===== config.mk =====
export PLATFORM = sky130hd
export DESIGN_NAME = jls_golomb_packer
export DESIGN_NICKNAME = d
export VERILOG_FILES = /design/src/rtl/jls_pkg.sv /design/src/rtl/jls_bit_accumulator.sv /design/src/rtl/jls_golomb_packer.sv
export SDC_FILE = /design/constraint.sdc
export NUM_CORES = 1
export LEC_CHECK = 0
export CAP_MARGIN = 20
export CORE_ASPECT_RATIO = 0.9
export CORE_MARGIN = 2
export CORE_UTILIZATION = 41
export CTS_BUF_LIST = sky130_fd_sc_hd__clkbuf_4
export CTS_CLUSTER_SIZE = 30
export DETAILED_ROUTE_END_ITERATION = 6
export PLACE_DENSITY = 0.61
export SYNTH_ARGS = -nofsm -noshare
export SYNTH_HDL_FRONTEND = slang
export SYNTH_SLANG_ARGS = --single-unit

===== constraint.sdc =====
create_clock -name clk -period 10.9 [get_ports clk]
set_input_delay 2.18 -clock clk [delete_from_list [all_inputs] [get_ports clk]]
set_output_delay 2.18 -clock clk [all_outputs]
set_load 0.02 [all_outputs]

===== src/rtl/jls_pkg.sv =====
// Shared types for the JPEG-LS Golomb-Rice encoder and bit packer.
// Symbol type codes, FSM states and the escape threshold helper.
package jls_pkg;

  localparam logic [1:0] T_GOLOMB = 2'd0;
  localparam logic [1:0] T_RAW    = 2'd1;
  localparam logic [1:0] T_FLUSH  = 2'd2;
  localparam logic [1:0] T_NOP    = 2'd3;

  typedef enum logic [1:0] {
    S_IDLE,
    S_ZEROS,
    S_TAIL,
    S_FLUSH
  } jls_state_e;

  // Unary prefix length at which escape coding kicks in:
  // glimit - qbpp - 1, with glimit = limit - adj.
  function automatic int jls_thr(
    input int          limit,
    input int          qbpp,
    input logic [5:0]  adj
  );
    return limit - int'(adj) - qbpp - 1;
  endfunction

endpackage


===== src/rtl/jls_bit_accumulator.sv =====
// MSB-first bit accumulator: appends fields below the fill point and
// emits OUT_W-bit words with a valid/ready handshake.
module jls_bit_accumulator #(
  parameter int OUT_W = 32,
  parameter int LEN_W = $clog2(OUT_W + 1)
) (
  input  logic             clk,
  input  logic             reset,
  input  logic             app_en,
  input  logic [OUT_W-1:0] app_val,
  input  logic [LEN_W-1:0] app_len,
  input  logic             pad,
  input  logic             out_ready,
  output logic             out_valid,
  output logic [OUT_W-1:0] out_word,
  output logic             out_last,
  output logic             room,
  output logic             empty
);

  localparam int ACC_W = 2 * OUT_W;
  localparam int CNT_W = $clog2(ACC_W + 1);
  localparam logic [CNT_W-1:0] WC  = CNT_W'(OUT_W);
  localparam logic [CNT_W-1:0] WC2 = CNT_W'(ACC_W);

  logic [ACC_W-1:0] acc;
  logic [ACC_W-1:0] acc_n;
  logic [ACC_W-1:0] base_acc;
  logic [ACC_W-1:0] ins;
  logic [CNT_W-1:0] cnt;
  logic [CNT_W-1:0] cnt_n;
  logic [CNT_W-1:0] eff;
  logic [CNT_W-1:0] base_cnt;
  logic             hs;
  logic             do_app;

  // Bits below cnt are always zero, so padding only moves the count.
  always_comb begin
    eff = cnt;
    if (pad) begin
      if (cnt > WC)
        eff = WC2;
      else if (cnt != '0)
        eff = WC;
    end
  end

  assign out_valid = (eff >= WC);
  assign out_word  = acc[ACC_W-1 -: OUT_W];
  assign out_last  = pad & (eff == WC);
  assign hs        = out_valid & out_ready;
  assign room      = (cnt < WC) | hs;
  assign empty     = (cnt == '0);
  assign do_app    = app_en & room;

  always_comb begin
    base_acc = hs ? (acc << OUT_W) : acc;
    base_cnt = hs ? (eff - WC) : eff;
    ins = {app_val, {OUT_W{1'b0}}}
          << (WC - CNT_W'(app_len));
    ins = ins >> base_cnt;
    acc_n = base_acc;
    cnt_n = base_cnt;
    if (do_app) begin
      acc_n = base_acc | ins;
      cnt_n = base_cnt + CNT_W'(app_len);
    end
  end

  always_ff @(posedge clk or posedge reset) begin
    if (reset) begin
      acc <= '0;
      cnt <= '0;
    end else begin
      acc <= acc_n;
      cnt <= cnt_n;
    end
  end

endmodule


===== src/rtl/jls_golomb_packer.sv =====
// JPEG-LS Golomb-Rice encoder with LIMIT/qbpp escape and bit packer.
// Optional counters: define JLS_GOLOMB_STATS_EN.
module jls_golomb_packer
  import jls_pkg::*;
#(
  parameter int MERR_W = 16,
  parameter int K_W    = 5,
  parameter int LIMIT  = 32,
  parameter int QBPP   = 8,
  parameter int OUT_W  = 32
) (
  input  logic                       clk,
  input  logic                       reset,
  input  logic                       in_valid,
  output logic                       in_ready,
  input  logic [1:0]                 in_type,
  input  logic [MERR_W-1:0]          in_merr,
  input  logic [K_W-1:0]             in_k,
  input  logic [5:0]                 in_limit_adj,
  input  logic [OUT_W-1:0]           in_raw_val,
  input  logic [$clog2(OUT_W+1)-1:0] in_raw_len,
  output logic                       out_valid,
  input  logic                       out_ready,
  output logic [OUT_W-1:0]           out_word,
  output logic                       out_last,
  output logic                       escape
`ifdef JLS_GOLOMB_STATS_EN
  ,
  output logic [31:0]                stat_symbols,
  output logic [31:0]                stat_escapes,
  output logic [31:0]                stat_bits
`endif
);

  localparam int LEN_W = $clog2(OUT_W + 1);
  localparam logic [MERR_W-1:0] ZMAX = MERR_W'(OUT_W);

  jls_state_e state;
  jls_state_e state_n;

  logic [MERR_W-1:0] zl;
  logic [OUT_W-1:0]  tail_val;
  logic [LEN_W-1:0]  tail_len;

  logic              is_gol;
  logic              is_raw;
  logic              is_fl;
  logic              acc_gol;
  logic              acc_raw;
  logic [MERR_W-1:0] u;
  int                thr;
  logic              g_esc;
  logic [MERR_W-1:0] g_zeros;
  logic [OUT_W-1:0]  g_tail;
  logic [LEN_W-1:0]  g_len;
  logic [MERR_W-1:0] z_step;

  logic              app_en;
  logic [OUT_W-1:0]  app_val;
  logic [LEN_W-1:0]  app_len;
  logic              pad;
  logic              room;
  logic              empty;

  assign in_ready = (state == S_IDLE);
  assign is_gol   = (in_type == T_GOLOMB);
  assign is_raw   = (in_type == T_RAW);
  assign is_fl    = (in_type == T_FLUSH);
  assign acc_gol  = in_ready & in_valid & is_gol;
  assign acc_raw  = in_ready & in_valid & is_raw;

  always_comb begin
    u       = in_merr >> in_k;
    thr     = jls_thr(LIMIT, QBPP, in_limit_adj);
    g_esc   = !(int'(u) < thr);
    g_zeros = g_esc ? MERR_W'(thr) : u;
    g_tail  = (OUT_W'(1) << in_k)
            | (OUT_W'(in_merr) & ~({OUT_W{1'b1}} << in_k));
    g_len   = LEN_W'(in_k) + LEN_W'(1);
    // Escape tail: '1' then (merr-1) in QBPP bits.
    if (g_esc) begin
      g_tail = (OUT_W'(1) << QBPP)
             | ((OUT_W'(in_merr) - OUT_W'(1))
                & ~({OUT_W{1'b1}} << QBPP));
      g_len  = LEN_W'(QBPP + 1);
    end
    z_step = (zl > ZMAX) ? ZMAX : zl;
  end

  always_comb begin
    state_n = state;
    app_en  = 1'b0;
    app_val = '0;
    app_len = '0;
    pad     = 1'b0;
    unique case (state)
      S_IDLE: begin
        if (in_valid) begin
          unique case (1'b1)
            is_gol:
              state_n = (g_zeros != '0) ? S_ZEROS : S_TAIL;
            is_raw:
              state_n = (in_raw_len != '0) ? S_TAIL : S_IDLE;
            is_fl:
              state_n = S_FLUSH;
            default: state_n = S_IDLE;
          endcase
        end
      end
      S_ZEROS: begin
        app_en  = room;
        app_len = LEN_W'(z_step);
        if (room && (zl == z_step))
          state_n = S_TAIL;
      end
      S_TAIL: begin
        app_en  = room;
        app_val = tail_val;
        app_len = tail_len;
        if (room)
          state_n = S_IDLE;
      end
      S_FLUSH: begin
        pad = 1'b1;
        if (empty || (out_valid && out_ready && out_last))
          state_n = S_IDLE;
      end
    endcase
  end

  always_ff @(posedge clk or posedge reset) begin
    if (reset)
      state <= S_IDLE;
    else
      state <= state_n;
  end

  always_ff @(posedge clk or posedge reset) begin
    if (reset) begin
      zl       <= '0;
      tail_val <= '0;
      tail_len <= '0;
      escape   <= 1'b0;
    end else begin
      escape <= acc_gol & g_esc;
      if (acc_gol) begin
        zl       <= g_zeros;
        tail_val <= g_tail;
        tail_len <= g_len;
      end else if (acc_raw) begin
        zl       <= '0;
        tail_val <= in_raw_val;
        tail_len <= in_raw_len;
      end else if (state == S_ZEROS && room) begin
        zl <= zl - z_step;
      end
    end
  end

`ifdef JLS_GOLOMB_STATS_EN
  always_ff @(posedge clk or posedge reset) begin
    if (reset) begin
      stat_symbols <= '0;
      stat_escapes <= '0;
      stat_bits    <= '0;
    end else begin
      if (acc_gol || acc_raw)
        stat_symbols <= stat_symbols + 32'd1;
      if (acc_gol && g_esc)
        stat_escapes <= stat_escapes + 32'd1;
      if (app_en)
        stat_bits <= stat_bits + 32'(app_len);
    end
  end
`endif

  jls_bit_accumulator #(
    .OUT_W (OUT_W),
    .LEN_W (LEN_W)
  ) u_acc (
    .clk       (clk),
    .reset     (reset),
    .app_en    (app_en),
    .app_val   (app_val),
    .app_len   (app_len),
    .pad       (pad),
    .out_ready (out_ready),
    .out_valid (out_valid),
    .out_word  (out_word),
    .out_last  (out_last),
    .room      (room),
    .empty     (empty)
  );

endmodule

Yosys cells after proc, flatten, opt, wreduce, memory -nomap -nowiden
Cells that the tools add are included.
- add/subtract/negate cells: 9
- $lt $le $gt $ge: 5
- eq/ne operators: 11
- shift-type cells: 5
- muxes and demuxes: 30
- bitwise logic cells: 12
- reductions and logical operators: 16
- operators with widths (operator ; number):
    $mux 32 ; 4
    $mux 64 ; 2
    $mux 16 ; 5
    $or 64x64->64 ; 1
    $shl 64x7->64 ; 1
    $shr 64x7->64 ; 1
    $mux 7 ; 5
    $and 16x32->32 ; 1
    $not 32->32 ; 1
    $or 32x32->32 ; 1
    $shl 1x5->32 const A ; 1
    $shl 32x5->32 const A ; 1
    $mux 6 ; 3
    $lt 17x9->1 ; 1
    $eq 16x16->1 ; 1
    $gt 16x6->1 const B ; 1
    $reduce_bool 16->1 ; 1
    $shr 16x5->16 ; 1
    $sub 16x16->16 ; 1
    $sub 6x6->7 const A ; 2
    $mux 2 ; 6
    $pmux 6 s2 ; 1
    $sub 8x2->9 const B ; 1
    $ne 2x2->1 const B ; 4
    other kinds (27) ; 41
- flip-flop bits (word level): 128
- input bits: 71
- output and inout port bits: 36

Longest topological paths before layout
- depth in word-level cells: 11
- depth in mapped cells: 23
- gate-level depth less buffers: 21

Hierarchy
A second synthesis with hierarchy kept.
- cell total of the unflattened synthesis: 1868
- area, all modules: 14939.3 sq um
- by module, submodules not included (module ; times used ; cells each ; area each (sq um) ; sequential area each (sq um)):
    jls_bit_accumulator ; 1 ; 1152 ; 9322.7 ; 1776.7
    jls_golomb_packer ; 1 ; 716 ; 5616.6 ; 1426.4

Worst setup path before layout
No wires, ideal clock.
- path type: input -> register
- start: in in_limit_adj[0]
- end: reg state[0]
- library setup time: 0.125 ns
- arrival time: 7.065 ns
- setup slack: 3.710 ns
- cell stages on the path: 19
- path buffers: 1
- cell sequence: clkbuf_1 > inv_1 > ha_1 > inv_1 > or3_1 > a21o_1 > a221oi_1 > ha_1 > a21o_1 > a21o_1 > a21o_1 > a21o_1 > a21oi_1 > nand3_1 > mux2_2 > a2111oi_0 > nand4_1 > o211a_1 > mux2_2
- cells in the longest elaborated chain, start to end: 10
- RTL lines (item ; line ; text):
    from (decl) ; jls_golomb_packer.sv:19 ; input logic [5:0] in_limit_adj,
    $sub 6x6->7 * ; jls_pkg.sv:24 ; return limit - int'(adj) - qbpp - 1;
    $sub 7x5->8 * ; jls_pkg.sv:24 ;
    $sub 8x2->9 * ; jls_pkg.sv:24 ;
    $lt 17x9->1 ; jls_golomb_packer.sv:75 ; g_esc = !(int'(u) < thr);
    $mux 16 * ; jls_golomb_packer.sv:76 ; g_zeros = g_esc ? MERR_W'(thr) : u;
    $reduce_bool 16->1 * ; jls_golomb_packer.sv:101 ; state_n = (g_zeros != '0) ? S_ZEROS : S_TAIL;
    $mux 2 * ; jls_golomb_packer.sv:101 ;
    $pmux 2 s3 * ; jls_golomb_packer.sv:99 ; unique case (1'b1)
    $mux 2 * ; jls_golomb_packer.sv:98 ; if (in_valid) begin
    $pmux 2 s4 * ; jls_golomb_packer.sv:96 ; unique case (state)
    to (signal assigned) ; jls_golomb_packer.sv:135 ; state <= state_n;
    to (decl) ; jls_golomb_packer.sv:38 ; jls_state_e state;
Mark *: on every way between the ends. The rest lies on a longest branch, timed or not. The select of a mux whose other input is x is not followed.
A chain may end at the register's enable or synchronous reset.

Worst setup path in the final report
- start: reg state[0]
- end: reg u_acc.acc[8]
- cells in the longest elaborated chain, start to end: 9
- elaborated cells between the ends (all ways): 21
- those cells by class: 2 x add/sub; 1 x order compare; 3 x eq/ne; 2 x shift; 8 x mux; 4 x bitwise; 1 x reduce/logical
- RTL lines (item ; line ; text):
    branches (longest 8 deep; another with $sub 6x6->7) ; - ;
    $mux 64 * ; jls_bit_accumulator.sv:64 ; if (do_app) begin
    via u_acc.acc_n[8] ; jls_bit_accumulator.sv:27 ; logic [ACC_W-1:0] acc_n;
    to (signal assigned) ; jls_bit_accumulator.sv:75 ; acc <= acc_n;
    to (decl) ; jls_bit_accumulator.sv:26 ; logic [ACC_W-1:0] acc;
Mark *: on every way through the listed nets, which the timed path passes.

==> flow_metrics.py <==
metrics = {
    "cells_and_area": {
        "syn_to_final_growth_pct": 9.03,
        "final_area_um2": 16100,
        "fillers": 3610,
        "drive_gt1_share_pct": 8.21,
        "finalNetCount": 2060,
    },
    "place": {
        "portBuffers": 106,
        "post-dp-hpwl_um": 43600,
        "dpl_cell_area_um2": 15800,
        "gp_congestion": 1.01,
    },
    "yosys": {
        "ys_seq_elements": 128,
        "yosysTopAreaCell": "dfrtp_1",
        "seq_area_frac_synth_pct": 21.7,
        "synth_warnings": 0,
        "synth.most_common_cell": "nand2_1",
        "ys_types": 103,
        "syn_nets": 2093,
        "synth_ff_type": "dfrtp_1",
        "synth_cells": 1983,
        "yosys-top-cells-area": "dfrtp_1 22%, nand2_1 6.3%, o21ai_0 4.9%",
        "yosys.area.top_type_share_pct": 21.7,
        "synth_edf_count": 0,
        "synthesis.area_um2": 14700,
        "synth.avg_cell_area_um2": 7.43,
        "synth_common_cells": "246 x nand2_1, 190 x nor2_1, 143 x o21ai_0",
        "synthArstFlopShare_pct": 100,
    },
    "detailed_routing": {
        "routed_via_density": 6.66,
        "drc": 0,
        "drt_iter0_drc": 2040,
        "wire_per_inst_um": 23.8,
        "vias": 16200,
        "routed_wirelength_um": 57800,
        "drtPass1Iterations": 7,
        "ant_nets": 0,
    },
    "floorplan": {
        "io_pins": 107,
        "die_w_um": 204,
        "die_area_um2": 37500,
        "fp-row-count": 65,
        "initial_utilization_pct": 41.8,
        "coreArea_um2": 35200,
        "die_h_um": 184,
    },
    "cts": {
        "htreeDepth": 4,
        "cts_resized": 0,
        "cts_setup_buffers": 0,
        "tritoncts": "done",
        "cts_buffer_depth": 2,
        "clkTransAtPathRegs_ns": 0.10,
        "cts_root_buffer": "clkbuf_4",
        "cts.sinks": 128,
        "cts_buffers": 17,
        "clock_latency_ns": 0.64,
        "cts.hold.buffers_added": 0,
    },
    "sta": {
        "tightest_slew_ns": 1.00,
        "tns_ns": 0,
        "hold_viol_final": 0,
        "max_slew_margin_pct": 33.1,
        "clock.fmax_mhz": 135,
        "hold_slack_ns": 0.505,
        "finalCritPeriodShare_pct": 68.2,
        "final.min_clock_period_ns": 7.43,
        "grt_setup_unrepaired": "false",
        "slew_viol_final": 0,
        "finalSetupViolCount": 0,
        "skew_ns": 0.0338,
    },
    "global_routing": {
        "grt_usage_pct": 30.9,
        "grt_pass1_vias": 15000,
        "grt_pass1_wl_um": 89600,
        "grt_max_degree": 75,
        "grt_overflow_total": 0,
        "antenna_found_initial": 1,
    },
    "min_path": {
        "hp-start": "u_acc.acc[19]$_DFF_PP0_",
        "hold_class": "register to register",
        "hold_depth": 2,
        "worstHoldEndpoint": "u_acc.acc[19]$_DFF_PP0_",
    },
    "status": {
        "status": "complete, no violations",
    },
    "job": {
        "cap_violations": 0,
    },
    "setup_path": {
        "worstSetupPathType": "register to register",
        "startpoint_type": "register",
        "ff2ff_setup_slack_ns": 3.47,
        "timing.rr.end": "u_acc.acc[8]$_DFF_PP0_",
        "reg2reg_depth": 20,
        "arrival_ns": 7.94,
        "r2r_start": "state[0]$_DFFE_PP0P_",
        "crit_path_end_kind": "register",
        "cp_data_required_time_ns": 11.41,
        "crit_fanout": 22,
    },
    "power": {
        "vdd_drop_max_uv": 126,
        "power.leakage_nw": 6.30,
        "power_density_nw_per_um2": 276,
    },
}
-- worst max path at each step --
stage / startpoint / endpoint / slack [ns] / cells after the start
global route: state[0]$_DFFE_PP0P_ / u_acc.acc[37]$_DFF_PP0_ / 3.03 / 20
detailed placement: in_limit_adj[0] / state[0]$_DFFE_PP0P_ / 3.17 / 22
floorplan: in_limit_adj[0] / state[0]$_DFFE_PP0P_ / 3.71 / 19
global placement: in_limit_adj[0] / state[0]$_DFFE_PP0P_ / 3.27 / 22
CTS: state[0]$_DFFE_PP0P_ / u_acc.acc[37]$_DFF_PP0_ / 3.69 / 20
finish: state[0]$_DFFE_PP0P_ / u_acc.acc[8]$_DFF_PP0_ / 3.47 / 20
-- power by group --
group | switching (W) | internal [W]
Clock | 0.000192 | 0.000137
Combinational | 0.00210 | 0.00110
Sequential | 0.000238 | 0.000667
-- sequential cells by signal, indices dropped and copies added, names as in the netlist --
name / cells
tail_val: 32
escape: 1
tail_len: 6
u_acc.cnt: 7
zl: 16
state: 2
u_acc.acc: 64
-- cell families (layout without fill, tap and decap cells) --
family / Yosys count / in the layout / synth area share (%)
simple gates: 721 / 721 / 23.1
compound gates: 725 / 725 / 34.0
mux: 95 / 95 / 8.75
buf+inv: 249 / 227 / 7.53
other cells: 1 / 2 / 0.0255
flops: 128 / 128 / 21.7
fa+ha+maj: 40 / 40 / 3.38
xor+xnor: 24 / 24 / 1.48
-- metal layers --
layer | track usage, % | vias up | routed length [µm]
li1 | - | 7459 | -
met4 | 6.89 | 0 | 1080
met1 | 44.8 | 7777 | 26300
met2 | 44.4 | 860 | 24200
met3 | 9.61 | 92 | 6190
met5 | 0 | - | 0
-- layout by cell type (no fill, tap or decap), types with 39 or more instances in the layout --
| master | instances |
|---|---|
| mux2i_1 | 41 |
| nand3_1 | 70 |
| a21oi_1 | 123 |
| o211ai_1 | 43 |
| clkdlybuf4s50_1 | 106 |
| o22ai_1 | 42 |
| inv_1 | 47 |
| nand2_1 | 246 |
| nor3_1 | 53 |
| dfrtp_1 | 128 |
| ha_1 | 39 |
| nor2_1 | 190 |
| o21ai_0 | 143 |
-- per-stage QoR --
step | total power, W | worst slack, ns | cells | utilization, %
after CTS | 0.00434 | 3.69 | 2428 | 45.5
after global placement | 0.00398 | 3.27 | 2398 | 44.8
final | 0.00444 | 3.47 | 2431 | 45.6
after global routing | 0.00474 | 3.03 | 2431 | 45.6
after detailed placement | 0.00400 | 3.17 | 2398 | 44.8
after floorplan | 0.00315 | 3.71 | 1983 | -
-- worst max-delay path: stages (launching register included) --
cell and delay, ns:
dfrtp_1 0.41, inv_1 0.10, ha_1 0.30, buf_4 0.21, and4b_1 0.24, nand4_1 0.10
buf_4 0.27, nand2_1 0.12, inv_2 0.32, ha_1 0.71, inv_1 0.44, nand3_1 0.54
nand2_1 0.62, a32o_1 0.46, a222oi_1 0.57, nand3_1 0.26, and2_1 0.24, a21oi_1 0.55
mux2_2 0.29, o211ai_1 0.17, a2bb2o_1 0.36
-- layout make-up --
cell class	count	area [µm²]	share of cell area, %
tap	469	587	3.65
sequential	128	3200	19.9
inverter	53	204	1.27
clock buffer	19	143	0.888
timing repair buffer	144	1360	8.49
clock inverter	11	118	0.732
multi-input combinational	1606	10400	65.0
antenna	1	2.50	0.0156
(Power assumes the default switching activity.)
